<file path="src/rtl/if_fetch_if.sv">
`default_nettype none
// ============================================================================
// Module      : if_fetch_if
// Description : Fetch-stage bundle. Carries the stall vector and the decode
//               redirect in, and the {ce, pc} word and SRAM request out.
// Revision    : 1.0 - initial release
// ============================================================================
interface if_fetch_if;
  logic [5:0]  stall;
  logic [32:0] br_bus;
  logic [32:0] if_to_id_bus;
  logic        inst_sram_en;
  logic [3:0]  inst_sram_wen;
  logic [31:0] inst_sram_addr;
  logic [31:0] inst_sram_wdata;

  modport master (
    input  stall,
    input  br_bus,
    output if_to_id_bus,
    output inst_sram_en,
    output inst_sram_wen,
    output inst_sram_addr,
    output inst_sram_wdata
  );

  modport slave (
    output stall,
    output br_bus,
    input  if_to_id_bus,
    input  inst_sram_en,
    input  inst_sram_wen,
    input  inst_sram_addr,
    input  inst_sram_wdata
  );
endinterface
`default_nettype wire

</file>
<file path="src/rtl/if_fetch.sv">
`default_nettype none
// ============================================================================
// Module      : if_fetch
// Description : MIPS instruction-fetch stage. Owns the PC, drives the
//               instruction SRAM, and remembers a redirect seen while stalled.
// Revision    : 1.0 - initial release
// ============================================================================
module if_fetch (
  input  wire logic   clk,
  input  wire logic   rst,
  if_fetch_if.master  bus
);

  localparam logic [31:0] c_reset_pc = 32'hbfbf_fffc;
  localparam logic [31:0] c_pc_step  = 32'd4;
  localparam logic        c_stop     = 1'b1;

  logic [31:0] pc_reg;
  logic        ce_reg;
  logic        pend_v;
  logic [31:0] pend_addr;
  logic [31:0] w_next_pc;
  logic        w_br_e;
  logic [31:0] w_br_addr;
  logic        w_stall_pc;
  logic        w_unused_stall;

  assign w_br_e         = bus.br_bus[32];
  assign w_br_addr      = bus.br_bus[31:0];
  assign w_stall_pc     = bus.stall[0];
  // Only the fetch bit of the stall vector matters here.
  assign w_unused_stall = ^bus.stall[5:1];

  always_comb begin
    w_next_pc = pc_reg + c_pc_step;
    if (w_br_e) begin
      w_next_pc = w_br_addr;
    end else if (pend_v) begin
      w_next_pc = pend_addr;
    end
  end

  always_ff @(posedge clk) begin
    if (rst) begin
      pc_reg    <= c_reset_pc;
      ce_reg    <= 1'b0;
      pend_v    <= 1'b0;
      pend_addr <= 32'h0;
    end else if (w_stall_pc != c_stop) begin
      pc_reg <= w_next_pc;
      ce_reg <= 1'b1;
      pend_v <= 1'b0;
    end else if (w_br_e) begin
      // Held redirect; a later one in the same stall replaces it.
      pend_v    <= 1'b1;
      pend_addr <= w_br_addr;
    end
  end

  assign bus.if_to_id_bus    = {ce_reg, pc_reg};
  assign bus.inst_sram_en    = ce_reg;
  assign bus.inst_sram_wen   = 4'b0000;
  assign bus.inst_sram_addr  = pc_reg;
  assign bus.inst_sram_wdata = 32'h0;

endmodule
`default_nettype wire

</file>
<file path="src/flat_wrapper.sv">
// flat-port wrapper written by rule: the top's interface ports become plain ports
module if_fetch_flat 
  (clk, rst, bus_stall, bus_br_bus, bus_if_to_id_bus, bus_inst_sram_en, bus_inst_sram_wen, bus_inst_sram_addr, bus_inst_sram_wdata);
  if_fetch_if bus_i ();
  input  wire logic clk;
  input  wire logic rst;
  input wire logic [$bits(bus_i.stall)-1:0] bus_stall;
  input wire logic [$bits(bus_i.br_bus)-1:0] bus_br_bus;
  output wire logic [$bits(bus_i.if_to_id_bus)-1:0] bus_if_to_id_bus;
  output wire logic [$bits(bus_i.inst_sram_en)-1:0] bus_inst_sram_en;
  output wire logic [$bits(bus_i.inst_sram_wen)-1:0] bus_inst_sram_wen;
  output wire logic [$bits(bus_i.inst_sram_addr)-1:0] bus_inst_sram_addr;
  output wire logic [$bits(bus_i.inst_sram_wdata)-1:0] bus_inst_sram_wdata;
  assign bus_i.stall = bus_stall;
  assign bus_i.br_bus = bus_br_bus;
  assign bus_if_to_id_bus = bus_i.if_to_id_bus;
  assign bus_inst_sram_en = bus_i.inst_sram_en;
  assign bus_inst_sram_wen = bus_i.inst_sram_wen;
  assign bus_inst_sram_addr = bus_i.inst_sram_addr;
  assign bus_inst_sram_wdata = bus_i.inst_sram_wdata;
  if_fetch u_core (.clk(clk), .rst(rst), .bus(bus_i));
endmodule
</file>
<file path="config.mk">
export PLATFORM = sky130hd
export DESIGN_NAME = if_fetch_flat
export DESIGN_NICKNAME = d
export VERILOG_FILES = /design/src/rtl/if_fetch_if.sv /design/src/rtl/if_fetch.sv /design/src/flat_wrapper.sv
export SDC_FILE = /design/constraint.sdc
export NUM_CORES = 1
export LEC_CHECK = 0
export ABC_AREA = 1
export BUFFER_PORTS_ARGS = -buffer_cell sky130_fd_sc_hd__buf_2
export CAP_MARGIN = 30
export CORE_ASPECT_RATIO = 1.4
export CORE_MARGIN = 2
export CORE_UTILIZATION = 45
export CTS_BUF_LIST = sky130_fd_sc_hd__clkbuf_16
export CTS_CLUSTER_SIZE = 25
export DETAILED_ROUTE_END_ITERATION = 6
export PLACE_DENSITY_LB_ADDON = 0.3
export SLEW_MARGIN = 10
export SYNTH_ARGS = -nofsm -noshare
export SYNTH_HDL_FRONTEND = slang
export SYNTH_SLANG_ARGS = --single-unit
</file>
<file path="constraint.sdc">
create_clock -name clk -period 2.8 [get_ports clk]
set_input_delay 0.56 -clock clk [delete_from_list [all_inputs] [get_ports clk]]
set_output_delay 0.56 -clock clk [all_outputs]
set_load 0.05 [all_outputs]
</file>
==> impl_results.md, run 1 <==
* Power density over the cells at between 600 and 700 mW/mm^2
* H-tree Lvls at 3
* Vias per cell at just over 5
* CP required at 3.00 ns
* Worst setup SP type: flip-flop
* Max FO, Critical Path at 9
* Largest net degree at the start of global routing at 41
* Global Route Usage Sum at 0.216
* Vias in the first global route at 3488
* Area after DPL at 0.00417 sq mm
* Max Root-Sink Buffers at 2
* Tightest Hold Check Type: reg -> reg
* Cts-stage hold buffer count at 0
* Clock Latency Late Sink at 0.33 ns
* Leak pwr at 2.20 nW
* Critical setup path kind: reg -> reg
* Total wire length at roughly 10000 um
* I/O pins at 143
* Multi-input gate area at 0.00201 sq mm
* TNS Setup at 0 ns
* Clock Sinks at 66
* Pin slew with the least headroom to its limit at between 0.8 and 0.9 ns
* RR Startpoint: u_core.bus.inst_sram_addr[2]
* Worst Min Path Start: u_core.pend_addr[5]
* Worst Setup End Kind: flip-flop
* Critical Path Start: u_core.bus.inst_sram_addr[2]
* Number of synthesized flops with an enable pin at 0
* Max Fclk at around 560 MHz
* WL per Instance at 13.5 um
* Most Frequent Cell on Critical Path: nand2_1
* Die height at 115 um
* Number of fill cells at around 900
* Initial DRT Pass Iterations at 5
* DRC at 0
* Hold Path Depth at 2
* CP top delay family: simple AND/OR/NAND/NOR gates
* Cells after Synth at 594
* Cell Area, Synth at approximately 0.0040 sq mm
* Run status: complete, no violations
* Register area at 0.00132 sq mm
* DIE AREA at 0.00962 sq mm
* Post-route cell area at 0.00442 sq mm
* Endpoints failing hold at 0
* TritonCTS clock tree: yes
* Relative slew slack at 0.428
* FP Rows at 40
* Congestion Overflow GR at 0
* Layout area overhead at 11.1%
* Unrepaired setup endpoints after global routing: no
* Worst path cell trace: buf_4, ha_1, nand2_1, nor2_2, nand2_2, nor2_2, nand2_1, nand2_1, nand2_1, nand2_1, a21oi_1
* Top_reg_cell synth: dfxtp_1
* Synthesized flop and latch total at 66
* Final HPWL DP at about 7700 um
* Routed vias at 3892
* Sequential share of the synthesized area at 0.332
* Avg Cell Area, Syn at 6.70 sq um
* Post-CTS Setup Bufs at 0
* Worst VDD drop at roughly 0.37 mV
* Initial Util at 0.462
* CP max stage cell: dfxtp_1
* Fin. max-slew vios at 0
* Yosys warnings at 0
* Pwr Total at 2.99 mW
* Sum of buffers and inverters on the critical path at 1
* CTS root buf: clkbuf_16
* WP depth at 11
* Final setup fails at 0
* First-pass GRT wire length at 16500 um
* Layout cells sized above 1 at 0.198
* DR iter-0 viols at 288
* Fin crit period at 1.80 ns
* Die width at 83.5 um
* Clk_skew at 0.00804 ns
* Max-Cap Viols at 0
* # port buffers at between 100 and 150
* Initial antenna violation count at 0
* Fin crit share at 0.642
* R2R depth at 11
* Gpl congestion at between 0.9 and 1
* CTS buffer count at 9
* Final Net Count at about 700
* Slowest stage delay, CP at 0.31 ns
* Final ANT Viol Nets at 0
* Core area at 0.00861 sq mm
* Post-CTS resize count at 0
* Crit path DAT at around 2.0 ns
* Post-synthesis async set-or-reset flop share at 0
* Yosys cell types at 30
* Diode count at 0
* Reg clk slew, reported paths at about 0.050 ns
## worst paths after layout
check	slack, ns	to
min	0.45	u_core.pend_addr[5]
max reg2reg	1.00	u_core.bus.inst_sram_addr[28]
max	1.00	u_core.bus.inst_sram_addr[28]
min reg2reg	0.45	u_core.pend_addr[5]
## through the flow
stage	setup slack, ns	cells	hold WS [ns]	utilization
after floorplan	0.868	629	0.423	-
after global placement	0.703	750	0.430	0.484
after detailed placement	0.672	750	0.439	0.484
after CTS	1.00	766	0.445	0.514
after global routing	0.801	766	0.474	0.514
final	1.00	766	0.445	0.514
## routing by layer
metal	GRT usage	wire (um)	vias to the layer above
met4	0.105	360	0
met2	0.366	5000	149
met1	0.273	4430	1760
li1	-	-	1963
met3	0.0294	556	20
met5	0	0	-
## area by class of cell
| class | instances | share of cell area |
|---|---|---|
| Inverter | 41 | 0.0348 |
| Tap cell | 105 | 0.0297 |
| Sequential cell | 66 | 0.299 |
| Clock inverter | 7 | 0.00679 |
| Clock buffer | 9 | 0.0509 |
| Timing Repair Buffer | 107 | 0.125 |
| Multi-Input combinational cell | 431 | 0.454 |
## placed cells by master (no fill, tap or decap), types with 4 or more instances in the layout
cell type / synthesis / final
a211oi_1: 5 / 5
a21oi_1: 39 / 39
a221oi_1: 25 / 25
a22oi_1: 4 / 4
buf_2: 6 / 101
buf_4: 70 / 6
clkbuf_16: 0 / 9
conb_1: 1 / 36
dfxtp_1: 66 / 66
inv_1: 39 / 42
nand2_1: 121 / 121
nand3_1: 15 / 15
nor2_1: 117 / 117
nor2_2: 4 / 4
nor2_4: 4 / 4
o21ai_0: 42 / 42
xor2_1: 5 / 5
## flip-flops by register name, indices dropped and copies added (netlist names)
name                       flops
u_core.pend_addr              32
u_core.bus.inst_sram_en        1
u_core.bus.inst_sram_addr     32
u_core.pend_v                  1
## cells in the mapped netlist (2+ instances only)
cell,n,area [sq um]
nand2_1,121,454
buf_1,3,11.3
nand3_1,15,75.1
nor2_2,4,25.0
a211oi_1,5,37.5
dfxtp_1,66,1320
o21ai_0,42,210
clkbuf_1,10,37.5
nand2_2,3,18.8
buf_2,6,30.0
o22ai_1,2,12.5
nor3_1,2,10.0
nand3b_1,2,15.0
buf_4,70,526
nor2_4,4,45.0
xor2_1,5,43.8
buf_6,2,22.5
a221oi_1,25,219
nor2_1,117,439
a22oi_1,4,30.0
a21oi_1,39,195
inv_1,39,146
## worst register-to-register path, delay by kind of cell, from the launching register on
family | cells | cell delay (ns)
simple gates | 8 | 0.87
flops | 1 | 0.31
fa+ha+maj | 1 | 0.28
buf+inv | 1 | 0.16
compound gates | 1 | 0.06
## where the power goes
| part | switching (mW) | internal, mW | total (mW) |
|---|---|---|---|
| Sequential | 0.0733 | 1.01 | 1.08 |
| Clock | 0.398 | 0.580 | 0.978 |
| Combinational | 0.719 | 0.208 | 0.928 |
| Total | 1.19 | 1.80 | 2.99 |
## kinds of logic (layout without fill, tap and decap cells)
group,after synthesis,in the layout,share of synthesized area
AOI/OAI and AO/OA,120,120,0.183
xor gates and xnor gates,5,5,0.0110
adders and majority gates,1,1,0.00314
buffers and inverters,132,164,0.196
DFF,66,66,0.332
other,1,36,0.000942
and+or+nand+nor,269,269,0.274
No activity file was read; power rests on OpenSTA's default activity.
==> run 2: changes to the inputs <==
- ABC_AREA: 1 -> 0
- clock period: 2.8 -> 1.55 ns (I/O delays scaled with it)
==> impl_results.md, run 2 <==
* Worst Min Path Start: bus_br_bus[1]
* Reg clk slew, reported paths at 0.05 ns (about the same)
* Most Frequent Cell on Critical Path: buf_4
* Layout area overhead at 33.4%
* Total wire length at 10900 um (+5.6%)
* DP Worst Slack at -0.173 ns (-0.845 ns)
* Initial antenna violation count at 0 (unchanged)
* Pwr Total at 5.67 mW (+90%)
* Tightest Hold Check Type: in -> reg
* Top_reg_cell synth: dfxtp_1
* Routed vias at 3958 (+1.7%)
* Hold Path Depth at 3 (+1)
* Top-count cell post-synth: nand2_1
* Fin crit share at 1.08 (+0.437)
* Power density over the cells at 1110 mW/mm^2 (+64%)
* Critical setup path kind: reg -> reg
* CP max stage cell: nor4_4
* I/O pins at 143 (unchanged)
* Number of synthesized flops with an enable pin at 0 (unchanged)
* Commonest non-fill, non-tap cell in the layout: buf_2
* Area leader, netlist: dfxtp_1
* DR iter-0 viols at 327 (+14%)
* Top cells by area, synth: dfxtp_1 34%, buf_4 14%, a21oi_1 8.4%
* Synth cell count leaders: 79 x nand2_1, 69 x buf_4, 66 x dfxtp_1, 64 x a21oi_1, 33 x nor2_1
* Most frequent cells in the layout: 101 x buf_2, 79 x nand2_1, 66 x buf_4, 59 x a21oi_1, 39 x dfxtp_1
* Layout cells sized above 1 at 0.403 (+0.205)
* Post-synthesis async set-or-reset flop share at 0 (unchanged)
* Congestion Overflow GR at 0 (unchanged)
* CTS root buf: clkbuf_16
* Worst setup SP type: flip-flop
* Synthesized flop and latch total at 66 (unchanged)
* Die height at 113 um (-1.8%)
* Max-Cap Viols at 0 (unchanged)
* Pin slew with the least headroom to its limit at 0.517 ns (-0.339 ns)
* Crit path DAT at 1.89 ns (-0.11 ns)
* Final ANT Viol Nets at 0 (unchanged)
* Critical Path Start: u_core.bus.inst_sram_addr[13]
* Vias per cell at 5.48 (+7.9%)
* Endpoints failing hold at 0 (unchanged)
* H-tree Lvls at 3 (unchanged)
* # port buffers at 101 (unchanged)
* RR Startpoint: u_core.bus.inst_sram_addr[13]
* WL per Instance at 15.1 um (+12%)
* Multi-input gate area at 0.00212 sq mm (+5.6%)
* DRC at 0 (unchanged)
* Worst path cell trace: nand4_4, buf_4, nor4_4, buf_4, nand4_1, a21oi_1, a211oi_1
* Gpl congestion at 0.823 (-12%)
* Max Fclk at 598 MHz (+7.5%)
* Slowest stage delay, CP at 0.36 ns (+0.05 ns)
* Max FO, Critical Path at 4 (-5)
* Yosys warnings at 0 (unchanged)
* Yosys cell types at 45 (+50%)
* Global Route Usage Sum at 0.231 (+0.0152)
* FP Rows at 39 (-2.5%)
* Die width at 82.0 um (-1.7%)
* Number of fill cells at 750 (-16%)
* Final HPWL DP at 7760 um (+1.3%)
* Cell Area, Synth at 0.00383 sq mm (-3.6%)
* Final core occ at 0.624 (+0.110)
* Post-route cell area at 0.00511 sq mm (+16%)
* CTS buffer count at 9 (unchanged)
* Cells after Synth at 495 (-17%)
* CP required at 1.77 ns (-1.23 ns)
* Clock Sinks at 66 (unchanged)
* Clock Latency Late Sink at 0.33 ns (about the same)
* Clk_skew at 0.00621 ns (-0.00183 ns)
* Failing checks: setup timing
* Diode count at 0 (unchanged)
* DIE AREA at 0.00929 sq mm (-3.5%)
* Run status: complete, but fails checks
* Fin. max-slew vios at 0 (unchanged)
* Fin crit period at 1.67 ns (-0.125 ns)
* Worst Setup End Kind: flip-flop
* Core area at 0.00820 sq mm (-4.8%)
* Unrepaired setup endpoints after global routing: yes
* Avg Cell Area, Syn at 7.75 sq um (+16%)
* Hold Slack at 0.223 ns (-0.223 ns)
* R2R depth at 7 (-4)
* Final Net Count at 657 (-5.9%)
* Initial DRT Pass Iterations at 5 (unchanged)
* Relative slew slack at 0.651 (+0.223)
* Worst VDD drop at 0.681 mV (+82%)
* Max Root-Sink Buffers at 2 (unchanged)
* TritonCTS clock tree: yes
* First-pass GRT wire length at 16700 um (+0.83%)
* Leak pwr at 2.19 nW (-0.21%)
* Area after DPL at 0.00468 sq mm (+12%)
* Sequential share of the synthesized area at 0.345 (+0.0125)
* Largest net degree at the start of global routing at 30 (-27%)
* Vias in the first global route at 3401 (-2.5%)
* Initial Util at 0.468 (+0.00559)
* Yosys top cell area share at 0.345 (+0.0125)
* Register area at 0.00140 sq mm (+6.0%)
* Final worst setup slack at -0.123 ns (-1.12 ns)
* Final setup fails at 18 (+18)
-- run 2: cell types whose count changed after synthesis, sizes merged, moves of 6 or more --
cell,previous run,this run
nor2,125,33
nand2,124,79
inv,40,8
o21ai,42,14
a21oi,39,65
clkbuf,10,28
a221oi,25,10
nand4,0,14
a221o,0,11
o22a,0,11
a31oi,0,10
a2bb2oi,0,9
nand3,15,9
-- run 2: critical path, delay by kind of cell (launching register included) --
family	cells	cell delay [ns]
simple gates	3	0.59
flops	1	0.35
compound gates	2	0.24
buf+inv	2	0.37
-- run 2: cells by family after synthesis --
group / share of synthesized area
flip-flops: 0.345
multiplexers: 0.00783
AND/OR/NAND/NOR: 0.207
adder cells (fa/ha/maj): 0.00326
other: 0.000978
AO/OA/AOI/OAI: 0.258
buffers and inverters: 0.179
-- run 2: path summary, 6_finish.rpt --
| path | to | slack (ns) |
|---|---|---|
| hold reg to reg | u_core.pend_addr[19] | 0.45 |
| setup / recovery | u_core.bus.inst_sram_addr[28] | -0.12 |
| hold / removal | u_core.pend_addr[1] | 0.22 |
| setup reg to reg | u_core.bus.inst_sram_addr[28] | -0.12 |
-- run 2: layout make-up --
cell class                      instances  share of cell area
Timing Repair Buffer                  178               0.231
Inverter                                8             0.00587
Multi-Input combinational cell        352               0.415
Sequential cell                        66               0.274
Clock inverter                          7             0.00563
Clock buffer                            9              0.0440
Tap cell                              102              0.0250
-- run 2: routing by layer --
layer | vias up | part of all wire | track usage
met5 | - | 0 | 0
met4 | 0 | 0.028 | 0.119
met3 | 28 | 0.057 | 0.0279
met2 | 173 | 0.49 | 0.366
met1 | 1864 | 0.42 | 0.305
li1 | 1893 | - | -
-- run 2: what timing repair did --
action / in CTS / in global routing
hold buffers: 0 / 0
pin swaps: 8 / 25
cloned: 0 / 1
resized for setup: 3 / 21
endpoints found under the hold margin: 0 / 0
endpoints found under the setup margin: 13 / 22
buffers inserted: 2 / 6
-- run 2: metrics by stage --
step | std cells | TNS, ns
2_1_floorplan | 530 | -1.98
3_3_place_gp | 698 | -1.24
3_5_place_dp | 698 | -1.83
4_1_cts | 716 | -0.441
5_1_grt | 722 | -3.00
6_report | 722 | -1.14
-- run 2: power breakdown --
part | total (mW) | internal (mW) | switching, mW
Combinational | 1.99 | 0.626 | 1.37
Clock | 1.76 | 1.05 | 0.712
Sequential | 1.92 | 1.82 | 0.102
Total | 5.67 | 3.49 | 2.18
==> run 3: changes to the inputs <==
- CORE_MARGIN: 2 -> 4
- SLEW_MARGIN: 10 -> 20
==> impl_results.md, run 3 (same netlist as run 2, synthesis figures left out) <==
* Layout area overhead at 33.4% (about the same)
* Die height at 117 um (+3.5%)
* Gpl congestion at 0.846 (+2.8%)
* Flop2flop setup slack at -0.05 ns (+0.07 ns)
* Max Fclk at 623 MHz (+4.3%)
* Worst Min Path Start: bus_br_bus[20]
* Internal power at 3.59 mW (+2.9%)
* Tightest Hold Check Type: in -> reg
* Leak pwr at 2.19 nW (-0.14%)
* Initial Util at 0.465 (-0.00277)
* Fin crit period at 1.60 ns (-0.0684 ns)
* Cts-stage hold buffer count at 0 (unchanged)
* Vias in the first global route at 3537 (+4.0%)
* First-pass GRT wire length at 17200 um (+3.3%)
* Final HPWL DP at 8090 um (+4.3%)
* Final ANT Viol Nets at 0 (unchanged)
* Logic pwr share at 0.346 (-0.005)
* Slowest stage delay, CP at 0.36 ns (about the same)
* RR Startpoint: u_core.bus.inst_sram_addr[3]
* Congestion Overflow GR at 0 (unchanged)
* DR iter-0 viols at 194 (-41%)
* Final Net Count at 658 (+0.15%)
* CP max stage cell: dfxtp_4
* R2R depth at 8 (+1)
* Diode count at 0 (unchanged)
* Initial DRT Pass Iterations at 5 (unchanged)
* WL per Instance at 15.6 um (+3.3%)
* Worst VDD drop at 0.707 mV (+3.8%)
* Failing checks: setup timing
* I/O pins at 143 (unchanged)
* Core area at 0.00825 sq mm (+0.60%)
* Max FO, Critical Path at 6 (+2)
* Run status: complete, but fails checks
* H-tree Lvls at 3 (unchanged)
* Number of fill cells at 732 (-2.4%)
* Worst Setup End Kind: flip-flop
* Post-route cell area at 0.00512 sq mm (about the same)
* Worst setup SP type: flip-flop
* Critical R2R Capture: u_core.bus.inst_sram_addr[13]
* # port buffers at 101 (unchanged)
* Clk_skew at 0.00408 ns (-0.00213 ns)
* Final setup fails at 5 (-13)
* Endpoints failing hold at 0 (unchanged)
* Global Route Usage Sum at 0.218 (-0.0130)
* Critical setup path kind: reg -> reg
* CP required at 1.81 ns (+0.04 ns)
* Reg clk slew, reported paths at 0.05 ns (about the same)
* Initial antenna violation count at 0 (unchanged)
* DIE AREA at 0.0101 sq mm (+8.6%)
* CTS root buf: clkbuf_16
* Crit path capture: u_core.bus.inst_sram_addr[13]
* Final core occ at 0.621 (-0.00339)
* DRC at 0 (unchanged)
* Crit path DAT at 1.87 ns (-0.02 ns)
* Critical Path Start: u_core.bus.inst_sram_addr[3]
* Psw at 2.20 mW (+0.91%)
* Clock Sinks at 66 (unchanged)
* Final worst setup slack at -0.0545 ns (+0.0684 ns)
* Unrepaired setup endpoints after global routing: yes
* CTS buffer count at 9 (unchanged)
* TritonCTS clock tree: yes
* Register area at 0.00140 sq mm (unchanged)
* Sw frac at 0.380 (-0.00463)
* Routed vias at 3990 (+0.81%)
* Worst path cell trace: buf_6, nand4_1, buf_4, nor3_2, buf_4, nand4_1, a21oi_2, a2bb2oi_2
* FP Rows at 39 (unchanged)
* Area after DPL at 0.00465 sq mm (-0.80%)
* Sequential power share at 0.331 (-0.008)
* Fin crit share at 1.04 (-0.0442)
* Layout cells sized above 1 at 0.409 (+0.00579)
* Largest net degree at the start of global routing at 33 (+10%)
* Max-Cap Viols at 0 (unchanged)
* Power density over the cells at 1130 mW/mm^2 (+2.1%)
* Clock network power share at 0.323 (+0.013)
* Clock Latency Late Sink at 0.33 ns (about the same)
* Max Root-Sink Buffers at 2 (unchanged)
* Multi-input gate area at 0.00213 sq mm (+0.41%)
* Commonest non-fill, non-tap cell in the layout: buf_2
* Die width at 86.0 um (+4.9%)
* Total wire length at 11300 um (+3.5%)
* Vias per cell at 5.52 (+0.67%)
* Most frequent cells in the layout: 101 x buf_2, 78 x nand2_1, 69 x buf_4, 58 x a21oi_1, 39 x dfxtp_1
* Fin. max-slew vios at 0 (unchanged)
run 3: cell count changes in the layout (fill, tap and decap cells not counted), moves of 3 or more:
cell       delta
buf_12        -3
buf_4         +3
a2bb2oi_1     -3
a2bb2oi_2     +3
run 3: metal layers:
metal / part of all wire / vias up / global-route usage / wire, um
met5: 0 / - / 0 / 0
met4: 0.029 / 0 / 0.0940 / 323
met3: 0.069 / 29 / 0.0476 / 777
met2: 0.50 / 172 / 0.361 / 5600
met1: 0.41 / 1890 / 0.273 / 4600
li1: - / 1899 / - / -
run 3: power groups by stage:
stage | clock network (mW) | logic [mW] | registers (mW)
3_3_place_gp | 0 | 1.84 | 1.94
2_1_floorplan | 0 | 1.19 | 2.24
5_1_grt | 1.98 | 2.12 | 1.93
3_5_place_dp | 0 | 1.86 | 1.95
6_report | 1.87 | 2.00 | 1.92
4_1_cts | 1.90 | 1.92 | 1.91
run 3: cell type report:
class                           count  area share
Timing Repair Buffer              179       0.226
Sequential cell                    66       0.274
Inverter                            8     0.00587
Clock inverter                      6     0.00465
Clock buffer                       10      0.0489
Tap cell                          102      0.0249
Multi-Input combinational cell    352       0.416
run 3: worst min path at each step:
stage,slack (ns),depth (start not counted),endpoint
after floorplan,0.43,2,u_core.pend_addr[0]
after global placement,0.44,2,u_core.pend_addr[0]
after detailed placement,0.45,2,u_core.pend_addr[10]
after CTS,0.21,3,u_core.pend_addr[20]
after global routing,0.23,3,u_core.pend_addr[2]
final,0.22,3,u_core.pend_addr[20]
run 3: repair_timing:
item | 4_1_cts | 5_1_grt
cloned | 1 | 1
pin swaps | 10 | 19
gates resized for setup | 8 | 23
setup endpoints to repair | 11 | 26
buffers inserted | 3 | 4
run 3: critical path, delay by kind of cell (launching register included):
family                 cells  cell delay [ns]
flip-flops                 1             0.36
AND/OR/NAND/NOR            3             0.39
buffers and inverters      3             0.46
AO/OA/AOI/OAI              2             0.32
run 3: per-stage QoR:
step	power [mW]	TNS, ns	std cells	worst slack, ns	hold slack (ns)
finish	5.79	-0.126	723	-0.0545	0.222
global route	6.04	-1.44	723	-0.230	0.227
CTS	5.73	-0.121	718	-0.0386	0.214
detailed placement	3.81	-1.46	698	-0.150	0.448
global placement	3.78	-0.913	698	-0.118	0.437
floorplan	3.43	-1.98	530	-0.281	0.431
